<file path="src/rtl/product_bcd_pkg.sv">
// Shared types and constants for the product-to-BCD converter.
//   state_t     : converter FSM states (IDLE, SHIFT, DONE)
//   bcd_digit_t : one packed BCD digit
//   BCD_ADJUST_THRESH / BCD_ADJUST_ADD : double-dabble add-3 rule
package product_bcd_pkg;

  typedef enum logic [1:0] {
    IDLE  = 2'd0,
    SHIFT = 2'd1,
    DONE  = 2'd2
  } state_t;

  typedef logic [3:0] bcd_digit_t;

  localparam bcd_digit_t BCD_ADJUST_THRESH = 4'd5;
  localparam bcd_digit_t BCD_ADJUST_ADD    = 4'd3;

endpackage

</file>
<file path="src/rtl/bcd_digit_adjust.sv">
// Combinational double-dabble digit correction.
//   i_digit : current BCD digit
//   o_digit : i_digit + 3 when i_digit >= 5, otherwise i_digit
module bcd_digit_adjust
  import product_bcd_pkg::*;
(
  input  bcd_digit_t i_digit,
  output bcd_digit_t o_digit
);

  always_comb begin
    o_digit = i_digit;
    if (i_digit >= BCD_ADJUST_THRESH) o_digit = i_digit + BCD_ADJUST_ADD;
  end

endmodule

</file>
<file path="src/rtl/product_bcd_converter.sv">
// Sequential signed-product to sign + BCD magnitude converter (double-dabble,
// one shift per clock). Downstream of the 8-bit signed shift-add multiplier.
// Optional macro PRODUCT_BCD_BLANK_EN: blank leading-zero digits via DigitEn.
// Ports:
//   Clk, Reset      : clock, async active-high reset
//   Start           : conversion request, sampled only in IDLE
//   Ahi, Blo        : upper/lower halves of the two's-complement product
//   Busy            : conversion in progress (state != IDLE)
//   Done            : one-cycle pulse when Bcd/Neg/DigitEn update
//   Neg, Bcd        : sign and magnitude digits (digit 0 in Bcd[3:0])
//   DigitEn         : per-digit display enable
module product_bcd_converter
  import product_bcd_pkg::*;
#(
  parameter int WIDTH  = 16,
  parameter int DIGITS = 5
) (
  input  logic                  Clk,
  input  logic                  Reset,
  input  logic                  Start,
  input  logic [WIDTH/2-1:0]    Ahi,
  input  logic [WIDTH/2-1:0]    Blo,
  output logic                  Busy,
  output logic                  Done,
  output logic                  Neg,
  output logic [4*DIGITS-1:0]   Bcd,
  output logic [DIGITS-1:0]     DigitEn
);

  localparam int CW = $clog2(WIDTH);
  localparam logic [WIDTH-1:0] ONE   = {{(WIDTH-1){1'b0}}, 1'b1};
  localparam logic [CW-1:0]    LAST  = CW'(WIDTH - 1);
  localparam logic [CW-1:0]    CONE  = {{(CW-1){1'b0}}, 1'b1};

  state_t              r_state;
  logic [WIDTH-1:0]    r_mag;
  logic [4*DIGITS-1:0] r_acc;
  logic                r_sign;
  logic [CW-1:0]       r_cnt;
  logic                r_done;
  logic                r_neg;
  logic [4*DIGITS-1:0] r_bcd;

  logic [WIDTH-1:0]    w_prod;
  logic [WIDTH-1:0]    w_mag_in;
  logic [4*DIGITS-1:0] w_adj;

  assign w_prod   = {Ahi, Blo};
  // Negation wraps -2^(WIDTH-1) onto itself, which read unsigned is the
  // correct magnitude.
  assign w_mag_in = w_prod[WIDTH-1] ? (~w_prod + ONE) : w_prod;

  for (genvar g = 0; g < DIGITS; g++) begin : g_adj
    bcd_digit_adjust u_adj (
      .i_digit (r_acc[4*g +: 4]),
      .o_digit (w_adj[4*g +: 4])
    );
  end

`ifdef PRODUCT_BCD_BLANK_EN
  logic [DIGITS-1:0] r_en;
  logic [DIGITS-1:0] w_en;

  // Enable every digit at or below the most significant nonzero digit.
  always_comb begin
    logic v_seen;
    v_seen = 1'b0;
    w_en   = '0;
    for (int i = DIGITS - 1; i >= 0; i--) begin
      v_seen  = v_seen | (|r_acc[4*i +: 4]);
      w_en[i] = v_seen;
    end
    w_en[0] = 1'b1;
  end

  assign DigitEn = r_en;
`else
  assign DigitEn = '1;
`endif

  always_ff @(posedge Clk or posedge Reset) begin
    if (Reset) begin
      r_state <= IDLE;
      r_mag   <= '0;
      r_acc   <= '0;
      r_sign  <= 1'b0;
      r_cnt   <= '0;
      r_done  <= 1'b0;
      r_neg   <= 1'b0;
      r_bcd   <= '0;
`ifdef PRODUCT_BCD_BLANK_EN
      r_en    <= '1;
`endif
    end else begin
      r_done <= 1'b0;
      case (r_state)
        IDLE: if (Start) begin
          r_sign  <= w_prod[WIDTH-1];
          r_mag   <= w_mag_in;
          r_acc   <= '0;
          r_cnt   <= '0;
          r_state <= SHIFT;
        end
        SHIFT: begin
          r_acc <= {w_adj[4*DIGITS-2:0], r_mag[WIDTH-1]};
          r_mag <= {r_mag[WIDTH-2:0], 1'b0};
          r_cnt <= r_cnt + CONE;
          if (r_cnt == LAST) r_state <= DONE;
        end
        DONE: begin
          r_bcd   <= r_acc;
          r_neg   <= r_sign;
`ifdef PRODUCT_BCD_BLANK_EN
          r_en    <= w_en;
`endif
          r_done  <= 1'b1;
          r_state <= IDLE;
        end
        default: r_state <= IDLE;
      endcase
    end
  end

  assign Busy = (r_state != IDLE);
  assign Done = r_done;
  assign Neg  = r_neg;
  assign Bcd  = r_bcd;

endmodule

</file>
<file path="config.mk">
export PLATFORM = sky130hd
export DESIGN_NAME = product_bcd_converter
export DESIGN_NICKNAME = d
export VERILOG_FILES = /design/src/rtl/product_bcd_pkg.sv /design/src/rtl/bcd_digit_adjust.sv /design/src/rtl/product_bcd_converter.sv
export SDC_FILE = /design/constraint.sdc
export NUM_CORES = 1
export LEC_CHECK = 0
export BUFFER_PORTS_ARGS = -buffer_cell sky130_fd_sc_hd__buf_4
export CAP_MARGIN = 20
export CORE_MARGIN = 5
export CORE_UTILIZATION = 40
export CTS_BUF_LIST = sky130_fd_sc_hd__clkbuf_2
export CTS_CLUSTER_DIAMETER = 200
export CTS_CLUSTER_SIZE = 28
export DETAILED_ROUTE_END_ITERATION = 12
export HOLD_SLACK_MARGIN = 0.08
export PLACE_DENSITY_LB_ADDON = 0.05
export SLEW_MARGIN = 10
export SYNTH_ARGS = -nofsm -noshare
export SYNTH_HDL_FRONTEND = slang
export SYNTH_SLANG_ARGS = --single-unit
</file>
<file path="constraint.sdc">
create_clock -name Clk -period 2.61 [get_ports Clk]
set_input_delay 0.1305 -clock Clk [delete_from_list [all_inputs] [get_ports Clk]]
set_output_delay 0.1305 -clock Clk [all_outputs]
set_load 0.01 [all_outputs]
</file>
## Yosys cells after proc, flatten, opt, wreduce, memory -nomap -nowiden

Index checks and enable logic that the tools add are counted.

| storage, ports and cells | value |
|---|---|
| output and inout bits | 28 |
| bits in registers | 65 |
| logic and storage cells | 48 |
| input bits | 19 |

| operators by class | value |
|---|---|
| reductions and logical operators | 6 |
| bitwise logic cells | 1 |
| add/sub/neg operators | 7 |
| mux-type cells | 16 |
| equality and inequality tests | 5 |
| magnitude comparators | 5 |

Operators by type and width:

| operator | count |
|---|---|
| 20-bit one-hot mux with 2 select lines | 1 |
| 16-bit 2-to-1 mux | 2 |
| 16-bit one-hot mux with 2 select lines | 1 |
| 4-bit by 3-bit greater-or-equal comparator with 1-bit output (second input constant) | 5 |
| 20-bit 2-to-1 mux | 1 |
| 4-bit 2-to-1 mux | 5 |
| 16-bit by 1-bit adder with 16-bit output (second input constant) | 1 |
| 4-bit by 2-bit adder with 4-bit output (second input constant) | 4 |
| 16-bit inverter | 1 |
| 4-bit one-hot mux with 2 select lines | 1 |
| 2-bit AND reduction | 3 |
| 4-bit by 1-bit adder with 4-bit output (second input constant) | 1 |
| 4-bit equality test (second input constant) | 1 |
| 2-bit 2-to-1 mux | 2 |
| 2-bit != test (second input constant) | 2 |
| 2-bit one-hot mux with 2 select lines | 1 |
| 2-bit nonzero test | 2 |
| 3-bit by 2-bit adder with 3-bit output (second input constant) | 1 |
| 3-bit 2-to-1 mux | 1 |
| 2-bit by 1-bit equality test with 1-bit output (second input constant) | 1 |
| 2-bit equality test (second input constant) | 1 |
| 2-bit zero test | 1 |
| 1-bit 2-to-1 mux | 1 |

## Logic depth before layout (Yosys ltp)

| logic depth | value |
|---|---|
| depth after elaboration | 5 |
| mapped depth | 7 |
| gate-level depth less buffers | 6 |

## By module

From an unflattened synthesis, not the netlist that was laid out.

| unflattened totals | value |
|---|---|
| cells, all modules | 357 |
| area total of the unflattened synthesis | 3454.6 um^2 |

Modules (own cells, without submodules):

| module | area an instance (um^2) | sequential area each (um^2) | instances | cells each |
|---|---|---|---|---|
| product_bcd_converter | 2947.8 | 1626.6 | 1 | 277 |
| bcd_digit_adjust | 101.3 | 0.0 | 5 | 16 |

## Worst setup path after synthesis

Ideal clock, no wire load.

| path | value |
|---|---|
| path kind | register -> register |
| from | register r_state[0] |
| to | register r_bcd[10] (netlist: Bcd[10]) |
| required time | 2.485 ns |
| setup slack | 1.058 ns |
| data arrival time | 1.427 ns |
| period minus slack after synthesis | 1.552 ns |
| setup time | 0.125 ns |
| stages on the path, launching flop included | 5 |
| cells stage by stage | dfrtp_1 clkbuf_1 nor2_1 clkbuf_1 mux2_2 |

| between the ends | value |
|---|---|
| longest elaborated chain between the ends | 1 |

RTL lines:

| element | RTL line | source |
|---|---|---|
| from (decl) | product_bcd_converter.sv:35 | `state_t r_state;` |
| from (signal assigned) | product_bcd_converter.sv:83 | `r_state <= IDLE;` |
| from (signal assigned) | product_bcd_converter.sv:102 | `r_state <= SHIFT;` |
| from (signal assigned) | product_bcd_converter.sv:108 | `if (r_cnt == LAST) r_state <= DONE;` |
| 2-bit equality test | product_bcd_converter.sv:96 | `case (r_state)` |
| to (signal assigned) | product_bcd_converter.sv:111 | `r_bcd <= r_acc;` |
| to (decl) | product_bcd_converter.sv:42 | `logic [4*DIGITS-1:0] r_bcd;` |

No other way between the ends.
A chain may end at the register's enable or synchronous reset.

## Final worst setup path

| path | value |
|---|---|
| from | input port Blo[4] |
| to | register r_mag[10] |

| between the ends | value |
|---|---|
| longest elaborated chain between the ends | 5 |

RTL lines:

| element | RTL line | source |
|---|---|---|
| from (decl) | product_bcd_converter.sv:22 | `input logic [WIDTH/2-1:0] Blo,` |
| 16-bit inverter | product_bcd_converter.sv:51 | `assign w_mag_in = w_prod[WIDTH-1] ? (~w_prod + ONE) : w_prod;` |
| 16-bit by 1-bit adder with 16-bit output | product_bcd_converter.sv:51 |  |
| 16-bit 2-to-1 mux | product_bcd_converter.sv:51 |  |
| 16-bit 2-to-1 mux | product_bcd_converter.sv:97 | `IDLE: if (Start) begin` |
| 16-bit one-hot mux with 2 select lines | product_bcd_converter.sv:96 |  |
| to (signal assigned) | product_bcd_converter.sv:99 | `r_mag <= w_mag_in;` |
| to (signal assigned) | product_bcd_converter.sv:106 | `r_mag <= {r_mag[WIDTH-2:0], 1'b0};` |
| to (decl) | product_bcd_converter.sv:36 | `logic [WIDTH-1:0] r_mag;` |

No other way between the ends. The select of a mux whose other input is x is not followed.

==> impl_metrics.py <==
metrics = {
    "synthesis": {
        "syn_area_um2": 3360,
        "synth.top_cell.area_share": 0.484,
        "synthTopCellsByCount": "dfrtp_1, o21ai_0, mux2_2",
        "seq_area_frac_synth": 0.484,
        "yosysWarnings": 0,
        "synthCells": 310,
        "synth_top_family_by_area": "compound AO/OA/AOI/OAI gates",
        "synth_mux_area_frac": 0.0872,
        "synthXorXnorAreaFrac": 0.0548,
        "synth-seq-cells": 65,
        "yosys.area_share.simple": 0.0905,
        "synth-adder-area-share": 0.0447,
        "async_flop_share": 1.00,
        "synthFlopType": "dfrtp_1",
        "synth_edf_count": 0,
        "synth_cell_type_count": 40,
        "syn_avg_cell_area_um2": 10.8,
        "yosysTopAreaCell": "dfrtp_1",
        "synth_most_common_cell": "dfrtp_1",
        "synth_compound_area_frac": 0.185,
        "synth_area_leaders": "dfrtp_1, mux2_2, ha_1",
    },
    "floorplan": {
        "die_h_um": 102,
        "core-area_um2": 8220,
        "rows": 33,
        "dieArea_um2": 10300,
        "io_pins": 47,
        "initial_core_util": 0.409,
        "die_x_um": 102,
    },
    "sta": {
        "skew_ps": 14.3,
        "slew_viol_final": 0,
        "fin_setup_tns_ps": 0,
        "finalHoldViolCount": 0,
        "max_freq_mhz": 446,
        "period_needed_ps": 2240,
        "fin_ws_ps": 368,
        "tightestPinTransition_ps": 699,
        "rsz0062_at_grt": "no",
        "slew-limit-headroom": 0.531,
        "setup-violations-final": 0,
        "fin_crit_sh": 0.859,
    },
    "grt": {
        "grtUsageTotal": 0.151,
        "grt_max_degree": 29,
        "grt_pass1_wl_mm": 12.4,
        "antenna_found_initial": 0,
        "grt_overflow": 0,
        "grt_pass1_vias": 2498,
    },
    "min_path": {
        "min_path_type": "in2reg",
        "hold_depth": 4,
    },
    "setup_path": {
        "path_class": "in2reg",
        "path_max_fanout": 10,
        "crit_family": "buffers and inverters",
        "worst-path-stages": 7,
        "critPathSlowestCell": "or4_4",
        "critPathLaunchType": "primary input",
        "cpPeakStageDelay_ps": 640,
        "worstPathCellList": "dlygate4sd3_1 -> buf_4 -> or4_4 -> o41ai_2 -> xor2_1 -> dlygate4sd3_1 -> o21ai_1",
        "endpoint_kind": "flip-flop",
        "crit_buf_inv": 3,
        "rr_worst_depth": 6,
        "crit_top_cell": "dlygate4sd3_1",
        "required_ps": 2970,
        "arrival_ps": 2610,
    },
    "layout": {
        "diodes": 0,
        "nets": 402,
        "layout-area-overhead-vs-synth_pct": 20.1,
        "drive_gt1_frac": 0.261,
    },
    "detailed_routing": {
        "drt-pass1-iter-count": 4,
        "drtAntennaViolNets": 0,
        "drt_iter0_markers": 100,
        "drc": 0,
        "avgViaCountPerCell": 5.26,
        "num_vias": 2527,
        "wirelength_mm": 7.20,
        "wire_per_inst_um": 15.0,
    },
    "power": {
        "ir_worst_vdd_uv": 374,
        "p_per_area_nw_per_um2": 958,
        "p_leak_nw": 1.79,
        "finalPower_mw": 3.86,
    },
    "place": {
        "hpwl_mm": 4.90,
        "place_ws_ps": 882,
        "place.gp.congestion": 0.783,
        "numPortBuffers": 41,
    },
    "clock_tree": {
        "cts-buffers-inserted": 9,
        "htreeDepth": 3,
        "cts_tree": "yes",
        "cts_resized": 0,
        "clkSlewWorstSetupHoldPaths_ps": 160,
        "root_buffer": "clkbuf_2",
        "clock_latency_ps": 480,
        "post_cts_buffers": 0,
        "cts_sinks": 65,
        "cts_buffer_depth": 2,
    },
    "status": {
        "status": "completed",
    },
    "job": {
        "cap_violations": 0,
    },
}
[sequential cells by signal, indices dropped and copies added, names as in the netlist]
| signal | flops |
|---|---|
| r_state | 2 |
| r_cnt | 4 |
| Bcd | 20 |
| r_mag | 16 |
| Neg | 1 |
| r_sign | 1 |
| r_acc | 20 |
| Done | 1 |
[area by class of cell]
type                       instances  area, um2
fill                             763       4180
multi-input combinational        210       1570
inverter                          16       60.1
clock inverter                     5       23.8
timing repair buffer              69        568
tap                              105        131
sequential                        65       1630
clock buffer                      10       50.0
[cell families after synthesis]
logic type               Yosys count
AO/OA/AOI/OAI                     88
XOR/XNOR                          21
adder cells (fa/ha/maj)           12
buffers and inverters             39
flip-flops                        65
multiplexers                      26
other                              1
AND/OR/NAND/NOR                   58
[worst register-to-register path, stage by stage, from the launching register on]
cell	delay [ps]
dfrtp_1	460
inv_1	110
ha_1	200
nand2b_1	60
a21oi_1	280
mux2_2	370
o21ai_0	140
[where the power goes]
| group | internal, mW | leakage [nW] | switching (mW) |
|---|---|---|---|
| Sequential | 1.41 | 0.798 | 0.315 |
| Clock | 0.113 | 0.0503 | 0.346 |
| Combinational | 0.827 | 0.940 | 0.855 |
[metal layers]
metal | wire length (um) | up-vias | track usage
met4 | 55 | 0 | 0.0307
met5 | 0 | - | 0
li1 | - | 1231 | -
met2 | 3540 | 41 | 0.252
met3 | 266 | 6 | 0.0468
met1 | 3340 | 1249 | 0.195
[path summary, 6_finish.rpt]
kind / startpoint / slack (ps) / end
min in group asynchronous: Reset / 260 / Bcd[3]
max: Blo[4] / 370 / r_mag[10]
min: Blo[2] / 110 / r_mag[3]
min reg2reg: r_cnt[3] / 500 / r_cnt[3]
max in group asynchronous: Reset / 1660 / Bcd[14]
max reg2reg: r_acc[4] / 930 / r_acc[6]
[through the flow]
step | instances | util | area (um2) | hold WS, ps
finish | 480 | 0.491 | 4030 | 115
detailed placement | 445 | 0.458 | 3760 | 244
global route | 480 | 0.491 | 4030 | 102
floorplan | 314 | - | 3370 | 302
CTS | 480 | 0.491 | 4030 | 84.9
global placement | 445 | 0.458 | 3760 | 244
[repair_timing]
item,CTS,global route
hold buffers,20,0
endpoints found under the hold margin,43,0
endpoints found under the setup margin,0,0
[placed cells by master, fill, tap and decap left out, types with 2 or more instances in the layout]
| cell type | synthesis | layout |
|---|---|---|
| dfrtp_1 | 65 | 65 |
| buf_4 | 5 | 49 |
| o21ai_0 | 28 | 28 |
| mux2_2 | 26 | 26 |
| dlygate4sd3_1 | 0 | 20 |
| inv_1 | 16 | 15 |
| xor2_1 | 15 | 15 |
| nand3_1 | 14 | 14 |
| nand2_1 | 13 | 13 |
| a21oi_1 | 12 | 12 |
| ha_1 | 12 | 12 |
| clkbuf_2 | 0 | 10 |
| a22oi_1 | 9 | 9 |
| o31ai_1 | 9 | 9 |
| nand2b_1 | 7 | 7 |
| o21ai_1 | 6 | 6 |
| xnor2_1 | 6 | 6 |
| o41ai_2 | 5 | 5 |
| nor2_1 | 6 | 5 |
| o22ai_1 | 5 | 5 |
| a32o_1 | 5 | 5 |
| conb_1 | 1 | 5 |
| nor2b_1 | 3 | 3 |
| o32ai_1 | 3 | 3 |
| clkinv_1 | 0 | 3 |
| or2_2 | 2 | 2 |
| or3_1 | 2 | 2 |
| and2_1 | 2 | 2 |
| nor3b_1 | 2 | 2 |
| nor3_1 | 2 | 2 |
| a211oi_1 | 2 | 2 |
Power figures use the tool's default switching activity.
